<file path="src/rtl/uart_tx_mmio_if.sv">
// Bus-side signal bundle for the memory-mapped UART transmitter.
// The core drives the master side; the peripheral implements the slave side.
interface uart_tx_mmio_if;
    logic        WE;
    logic [15:0] address;
    logic [31:0] writeData;
    logic [31:0] readData;

    modport master (
        output WE,
        output address,
        output writeData,
        input  readData
    );

    modport slave (
        input  WE,
        input  address,
        input  writeData,
        output readData
    );
endinterface

</file>
<file path="src/rtl/uart_tx_mmio.sv">
// Memory-mapped UART transmitter: DATA register feeds a byte FIFO drained LSB-first onto o_Tx.
// Optional even parity bit (8E1 frames) when UART_TX_PARITY_EN is defined.
module uart_tx_mmio #(
    parameter int          CLKS_PER_BIT = 434,
    parameter int          FIFO_DEPTH   = 8,
    parameter logic [15:0] BASE_ADDR    = 16'hFF00
) (
    input  logic           clk,
    input  logic           rst_n,
    uart_tx_mmio_if.slave  bus,
    output logic           o_Tx,
    output logic           o_busy
);

    localparam int          PW          = (FIFO_DEPTH > 1) ? $clog2(FIFO_DEPTH) : 1;
    localparam int          CW          = $clog2(FIFO_DEPTH + 1);
    localparam int          BW          = $clog2(CLKS_PER_BIT);
    localparam logic [15:0] STATUS_ADDR = BASE_ADDR + 16'd4;

`ifdef UART_TX_PARITY_EN
    typedef enum logic [2:0] {S_IDLE, S_START, S_DATA, S_PARITY, S_STOP} state_t;
    localparam logic PARITY_FLAG = 1'b1;
`else
    typedef enum logic [2:0] {S_IDLE, S_START, S_DATA, S_STOP} state_t;
    localparam logic PARITY_FLAG = 1'b0;
`endif

    state_t          state_reg;
    logic [BW-1:0]   baud_reg;
    logic [2:0]      bit_reg;
    logic [7:0]      shift_reg;
    logic            tx_reg;
`ifdef UART_TX_PARITY_EN
    logic            parity_reg;
`endif

    logic [7:0]      mem [FIFO_DEPTH];
    logic [PW-1:0]   wr_ptr_reg;
    logic [PW-1:0]   rd_ptr_reg;
    logic [CW-1:0]   count_reg;
    logic            ovf_reg;

    logic            data_sel;
    logic            status_sel;
    logic            push_req;
    logic            push_ok;
    logic            pop;
    logic            fifo_full;
    logic            fifo_empty;
    logic            baud_end;
    logic [7:0]      head_byte;
    logic [7:0]      count_ext;
    logic [31:0]     status_word;
    logic            unused_bits;

    always_comb begin
        data_sel   = (bus.address == BASE_ADDR);
        status_sel = (bus.address == STATUS_ADDR);
        push_req   = bus.WE && data_sel;
        fifo_full  = (count_reg == CW'(FIFO_DEPTH));
        fifo_empty = (count_reg == '0);
        push_ok    = push_req && !fifo_full;
        baud_end   = (baud_reg == BW'(CLKS_PER_BIT - 1));
        // The FSM takes a byte either from idle or right at the end of a stop bit,
        // which is what gives zero-gap back-to-back frames.
        pop        = !fifo_empty &&
                     ((state_reg == S_IDLE) || ((state_reg == S_STOP) && baud_end));
        head_byte  = mem[rd_ptr_reg];
    end

    always_ff @(posedge clk) begin
        if (push_ok) begin
            mem[wr_ptr_reg] <= bus.writeData[7:0];
        end
    end

    always_ff @(posedge clk) begin
        if (!rst_n) begin
            wr_ptr_reg <= '0;
            rd_ptr_reg <= '0;
            count_reg  <= '0;
            ovf_reg    <= 1'b0;
        end else begin
            if (push_ok) begin
                wr_ptr_reg <= wr_ptr_reg + PW'(1);
            end
            if (pop) begin
                rd_ptr_reg <= rd_ptr_reg + PW'(1);
            end
            case ({push_ok, pop})
                2'b10:   count_reg <= count_reg + CW'(1);
                2'b01:   count_reg <= count_reg - CW'(1);
                default: count_reg <= count_reg;
            endcase
            // Fullness is judged before the edge, so a same-cycle pop does not rescue the byte.
            if (push_req && fifo_full) begin
                ovf_reg <= 1'b1;
            end else if (bus.WE && status_sel && bus.writeData[3]) begin
                ovf_reg <= 1'b0;
            end
        end
    end

    always_ff @(posedge clk) begin
        if (!rst_n) begin
            state_reg  <= S_IDLE;
            baud_reg   <= '0;
            bit_reg    <= '0;
            shift_reg  <= '0;
            tx_reg     <= 1'b1;
`ifdef UART_TX_PARITY_EN
            parity_reg <= 1'b0;
`endif
        end else begin
            case (state_reg)
                S_IDLE: begin
                    baud_reg <= '0;
                    tx_reg   <= 1'b1;
                    if (pop) begin
                        shift_reg  <= head_byte;
`ifdef UART_TX_PARITY_EN
                        parity_reg <= ^head_byte;
`endif
                        tx_reg     <= 1'b0;
                        state_reg  <= S_START;
                    end
                end
                S_START: begin
                    if (baud_end) begin
                        baud_reg  <= '0;
                        bit_reg   <= '0;
                        tx_reg    <= shift_reg[0];
                        state_reg <= S_DATA;
                    end else begin
                        baud_reg <= baud_reg + BW'(1);
                    end
                end
                S_DATA: begin
                    if (baud_end) begin
                        baud_reg <= '0;
                        bit_reg  <= bit_reg + 3'd1;
                        if (bit_reg == 3'd7) begin
`ifdef UART_TX_PARITY_EN
                            tx_reg    <= parity_reg;
                            state_reg <= S_PARITY;
`else
                            tx_reg    <= 1'b1;
                            state_reg <= S_STOP;
`endif
                        end else begin
                            shift_reg <= {1'b0, shift_reg[7:1]};
                            tx_reg    <= shift_reg[1];
                        end
                    end else begin
                        baud_reg <= baud_reg + BW'(1);
                    end
                end
`ifdef UART_TX_PARITY_EN
                S_PARITY: begin
                    if (baud_end) begin
                        baud_reg  <= '0;
                        tx_reg    <= 1'b1;
                        state_reg <= S_STOP;
                    end else begin
                        baud_reg <= baud_reg + BW'(1);
                    end
                end
`endif
                S_STOP: begin
                    if (baud_end) begin
                        baud_reg <= '0;
                        if (pop) begin
                            shift_reg  <= head_byte;
`ifdef UART_TX_PARITY_EN
                            parity_reg <= ^head_byte;
`endif
                            tx_reg     <= 1'b0;
                            state_reg  <= S_START;
                        end else begin
                            tx_reg    <= 1'b1;
                            state_reg <= S_IDLE;
                        end
                    end else begin
                        baud_reg <= baud_reg + BW'(1);
                    end
                end
                default: begin
                    baud_reg  <= '0;
                    tx_reg    <= 1'b1;
                    state_reg <= S_IDLE;
                end
            endcase
        end
    end

    assign o_Tx   = tx_reg;
    assign o_busy = (state_reg != S_IDLE) || !fifo_empty;

    always_comb begin
        count_ext   = 8'(count_reg);
        status_word = {23'b0, PARITY_FLAG, count_ext[3:0], ovf_reg, fifo_empty, fifo_full, o_busy};
        bus.readData = 32'h0;
        if (status_sel) begin
            bus.readData = status_word;
        end
    end

    assign unused_bits = ^{bus.writeData[31:8], count_ext[7:4]};

endmodule

</file>
<file path="src/flat_wrapper.sv">
// flat-port wrapper written by rule: the top's interface ports become plain ports
module uart_tx_mmio_flat 
#(
    parameter int          CLKS_PER_BIT = 434,
    parameter int          FIFO_DEPTH   = 8,
    parameter logic [15:0] BASE_ADDR    = 16'hFF00
)
  (clk, rst_n, o_Tx, o_busy, bus_WE, bus_address, bus_writeData, bus_readData);
  uart_tx_mmio_if bus_i ();
  input  logic clk;
  input  logic rst_n;
  output logic o_Tx;
  output logic o_busy;
  input wire logic [$bits(bus_i.WE)-1:0] bus_WE;
  input wire logic [$bits(bus_i.address)-1:0] bus_address;
  input wire logic [$bits(bus_i.writeData)-1:0] bus_writeData;
  output wire logic [$bits(bus_i.readData)-1:0] bus_readData;
  assign bus_i.WE = bus_WE;
  assign bus_i.address = bus_address;
  assign bus_i.writeData = bus_writeData;
  assign bus_readData = bus_i.readData;
  uart_tx_mmio #(.CLKS_PER_BIT(CLKS_PER_BIT), .FIFO_DEPTH(FIFO_DEPTH), .BASE_ADDR(BASE_ADDR)) u_core (.clk(clk), .rst_n(rst_n), .bus(bus_i), .o_Tx(o_Tx), .o_busy(o_busy));
endmodule
</file>
<file path="config.mk">
export PLATFORM = sky130hd
export DESIGN_NAME = uart_tx_mmio_flat
export DESIGN_NICKNAME = d
export VERILOG_FILES = /design/src/rtl/uart_tx_mmio_if.sv /design/src/rtl/uart_tx_mmio.sv /design/src/flat_wrapper.sv
export SDC_FILE = /design/constraint.sdc
export NUM_CORES = 1
export LEC_CHECK = 0
export BUFFER_PORTS_ARGS = -buffer_cell sky130_fd_sc_hd__buf_2
export CAP_MARGIN = 20
export CORE_ASPECT_RATIO = 1.1
export CORE_MARGIN = 3
export CORE_UTILIZATION = 55
export DETAILED_ROUTE_END_ITERATION = 10
export PLACE_DENSITY_LB_ADDON = 0.12
export SLEW_MARGIN = 20
export SYNTH_ARGS = -nofsm -noshare
export SYNTH_HDL_FRONTEND = slang
export SYNTH_SLANG_ARGS = --single-unit
</file>
<file path="constraint.sdc">
create_clock -name clk -period 3.8 [get_ports clk]
set_clock_uncertainty 0.15 [all_clocks]
set_input_delay 0.38 -clock clk [delete_from_list [all_inputs] [get_ports clk]]
set_output_delay 0.38 -clock clk [all_outputs]
set_load 0.01 [all_outputs]
</file>
==> results.toml <==
[setup_path]
slowest_delay_ps = 400
worstPathCellList = "inv_1 > ha_1 > and4b_1 > a31oi_1 > nor2_1 > buf_4 > ha_1 > xor2_1 > ha_1 > a21oi_1 > xor2_1 > or3_1 > a21boi_0"
cp_num_cells = 13
cp-end-kind = "flop"
worstRegToRegCells = 13
worstSetupPathType = "flop to flop"
cp.required_ps = 3940
crit_slowest_cell = "dfxtp_1"
crit_arrival_ps = 3040
crit_top_cell = "ha_1"
crit_fanout = 6
crit_family = "simple AND/OR/NAND/NOR gates"
cp-start-kind = "flop"
cp_num_buf_inv = 2

[detailed_routing]
remaining_drc_errors = 0
drt-wirelength-per-cell_microns = 15.7
drtIter0Drc = 177
drt_pass1_iterations = 5
drt_wl_total_mm = 8.29
postRouteAntennaNets = 0
viasPerCell = 5.64
via_count = 2985

[pwr]
p_sw_frac = 0.251
p_sw_w = 0.000500
p_per_area_nw_per_um2 = 395
p_int_w = 0.00149
leakagePower_nw = 1.86
p_comb_frac = 0.088
seqPwrFrac = 0.596
clock_power_share = 0.316
max-vdd-ir-drop_mv = 0.189

[timing]
fin_crit_sh = 0.763
setup_viol = 0
fin_setup_tns_ps = 0
hold_violations = 0
worst_slew_pin_slew_ps = 981
fin_ws_ps = 901
timing.fmax_mhz = 345
min_period_ps = 2900
rsz0062_at_grt = "false"
relSlewSlack = 0.345
drv_slew = 0

[cells_and_area]
largest_reg_flops = 64
seqCellArea_sq_um = 2660
final_nets = 480
multi_input_area_sq_um = 1760
final_cell_mix = "edfxtp_1 (64), dfxtp_1 (37), buf_2 (36)"
area_delta_synth_final_pct = 9.86
fillers = 637
n_antenna_cell = 0
drive_gt1_frac = 0.207
final_common_cell = "edfxtp_1"

[placement]
port_buffers = 36
hpwl_mm = 5.76
gp_congestion = 0.779
dp_slack_ps = 591

[yosys]
synth_edf_count = 64
syn_area_sq_um = 4590
yosys_register_bits = 101
synth_cells = 367
ys_warn_count = 0
yosysUniqueCellTypes = 51
seq_area_frac_synth = 0.580
ys.flop_type = "edfxtp_1"
async_flop_share = 0
avgSynthCellArea_sq_um = 12.5

[grt]
antenna_found_initial = 0
grt_pass1_vias = 2752
grt_use_total = 0.186
grt_pass1_wl_mm = 13.5
gr-total-overflow = 0
grt_start_max_net_pins = 30

[cts]
htree_levels = 3
clk_pin_slew_ps = 90
cts-root-buf = "clkbuf_8"
cts_hold_buf = 0
cts.path.max_buffers = 2
post_cts_buffers = 0
cts_tree = "built"
clk_latency_ps = 360
cts_buffers = 9
cts.sinks = 101
cts_resized = 0

[die]
initial_core_util = 0.574
ios = 85
die_area_sq_um = 9480
std_cell_rows = 34
fp.dieH_microns = 102
die_w_microns = 93.1
coreArea_sq_um = 8000

[outcome]
status = "finished clean"

[flow_run]
cap_violations = 0

[hold_path]
min_delay_path_depth = 2
hp-class = "input port to flop"
## worst reg2reg max path, delay by kind of cell, from the launching register on
kind                     cells  cell delay (ps)
AO/OA/AOI/OAI                3              560
XOR/XNOR                     2              250
adder cells (fa/ha/maj)      3              610
buffers and inverters        2              220
flip-flops                   1              400
AND/OR/NAND/NOR              3              640
## power groups by stage
| stage | registers [W] | clock network, W | logic (W) |
|---|---|---|---|
| floorplan | 0.00121 | 0 | 0.000138 |
| global placement | 0.00121 | 0 | 0.000171 |
| detailed placement | 0.00121 | 0 | 0.000175 |
| CTS | 0.00119 | 0.000642 | 0.000175 |
| global route | 0.00119 | 0.000683 | 0.000199 |
| finish | 0.00119 | 0.000629 | 0.000176 |
## synthesized netlist by cell type, drive strengths merged, types with 3 or more instances
library cell	instances	share of area
o21ai	14	0.015
o22ai	8	0.011
edfxtp	64	0.42
mux2i	13	0.028
dfxtp	37	0.16
clkbuf	5	0.0041
and2	16	0.022
nand2b	4	0.0054
inv	5	0.0041
nor2	16	0.013
nor2b	13	0.018
a21oi	18	0.020
a2111oi	7	0.013
xor2	10	0.019
nand3	7	0.0076
nor4	4	0.0087
nand4	6	0.0082
ha	13	0.035
buf	30	0.047
a21boi	3	0.0049
o21a	4	0.0065
nand2	11	0.011
a211oi	9	0.016
mux2	14	0.034
nor3	7	0.0076
xnor2	4	0.0076
## worst paths after layout
path | from | to | slack, ps
hold / removal | bus_address[2] | u_core.ovf_reg | 120
setup reg to reg | u_core.baud_reg[1] | u_core.count_reg[2] | 900
hold reg to reg | u_core.bit_reg[1] | u_core.bit_reg[1] | 340
setup / recovery | u_core.baud_reg[1] | u_core.count_reg[2] | 900
## layout make-up
| cell class | instances | share of cell area |
|---|---|---|
| Clock buffer | 10 | 0.0253 |
| Inverter | 5 | 0.00372 |
| Sequential cell | 101 | 0.528 |
| Multi-Input combinational cell | 249 | 0.349 |
| Timing Repair Buffer | 50 | 0.0565 |
| Tap cell | 108 | 0.0268 |
| Clock inverter | 6 | 0.0109 |
## through the flow
stage	std cells	cell area, sq um	hold WS (ps)	total power [W]	utilization
floorplan	390	4680	307	0.00135	-
global placement	513	4860	326	0.00138	0.608
detailed placement	513	4860	334	0.00139	0.608
CTS	529	5050	112	0.00201	0.631
global route	529	5050	120	0.00207	0.631
finish	529	5050	117	0.00199	0.631
## kinds of logic (layout without fill, tap and decap cells)
| logic type | count (synthesis) | after routing | share of synthesized area |
|---|---|---|---|
| AO/OA/AOI/OAI | 71 | 71 | 0.101 |
| other | 1 | 24 | 0.000816 |
| XOR/XNOR | 14 | 14 | 0.0267 |
| flip-flops | 101 | 101 | 0.580 |
| AND/OR/NAND/NOR | 98 | 98 | 0.129 |
| buffers and inverters | 40 | 71 | 0.0556 |
| adder cells (fa/ha/maj) | 13 | 13 | 0.0354 |
| multiplexers | 29 | 29 | 0.0725 |
## per-layer routing
metal,GRT usage,vias up,routed length [microns]
met5,0,-,0
met4,0.0812,0,111
met3,0.0331,11,513
met2,0.299,110,3970
met1,0.250,1432,3700
li1,-,1432,-
(Power assumes the default switching activity.)
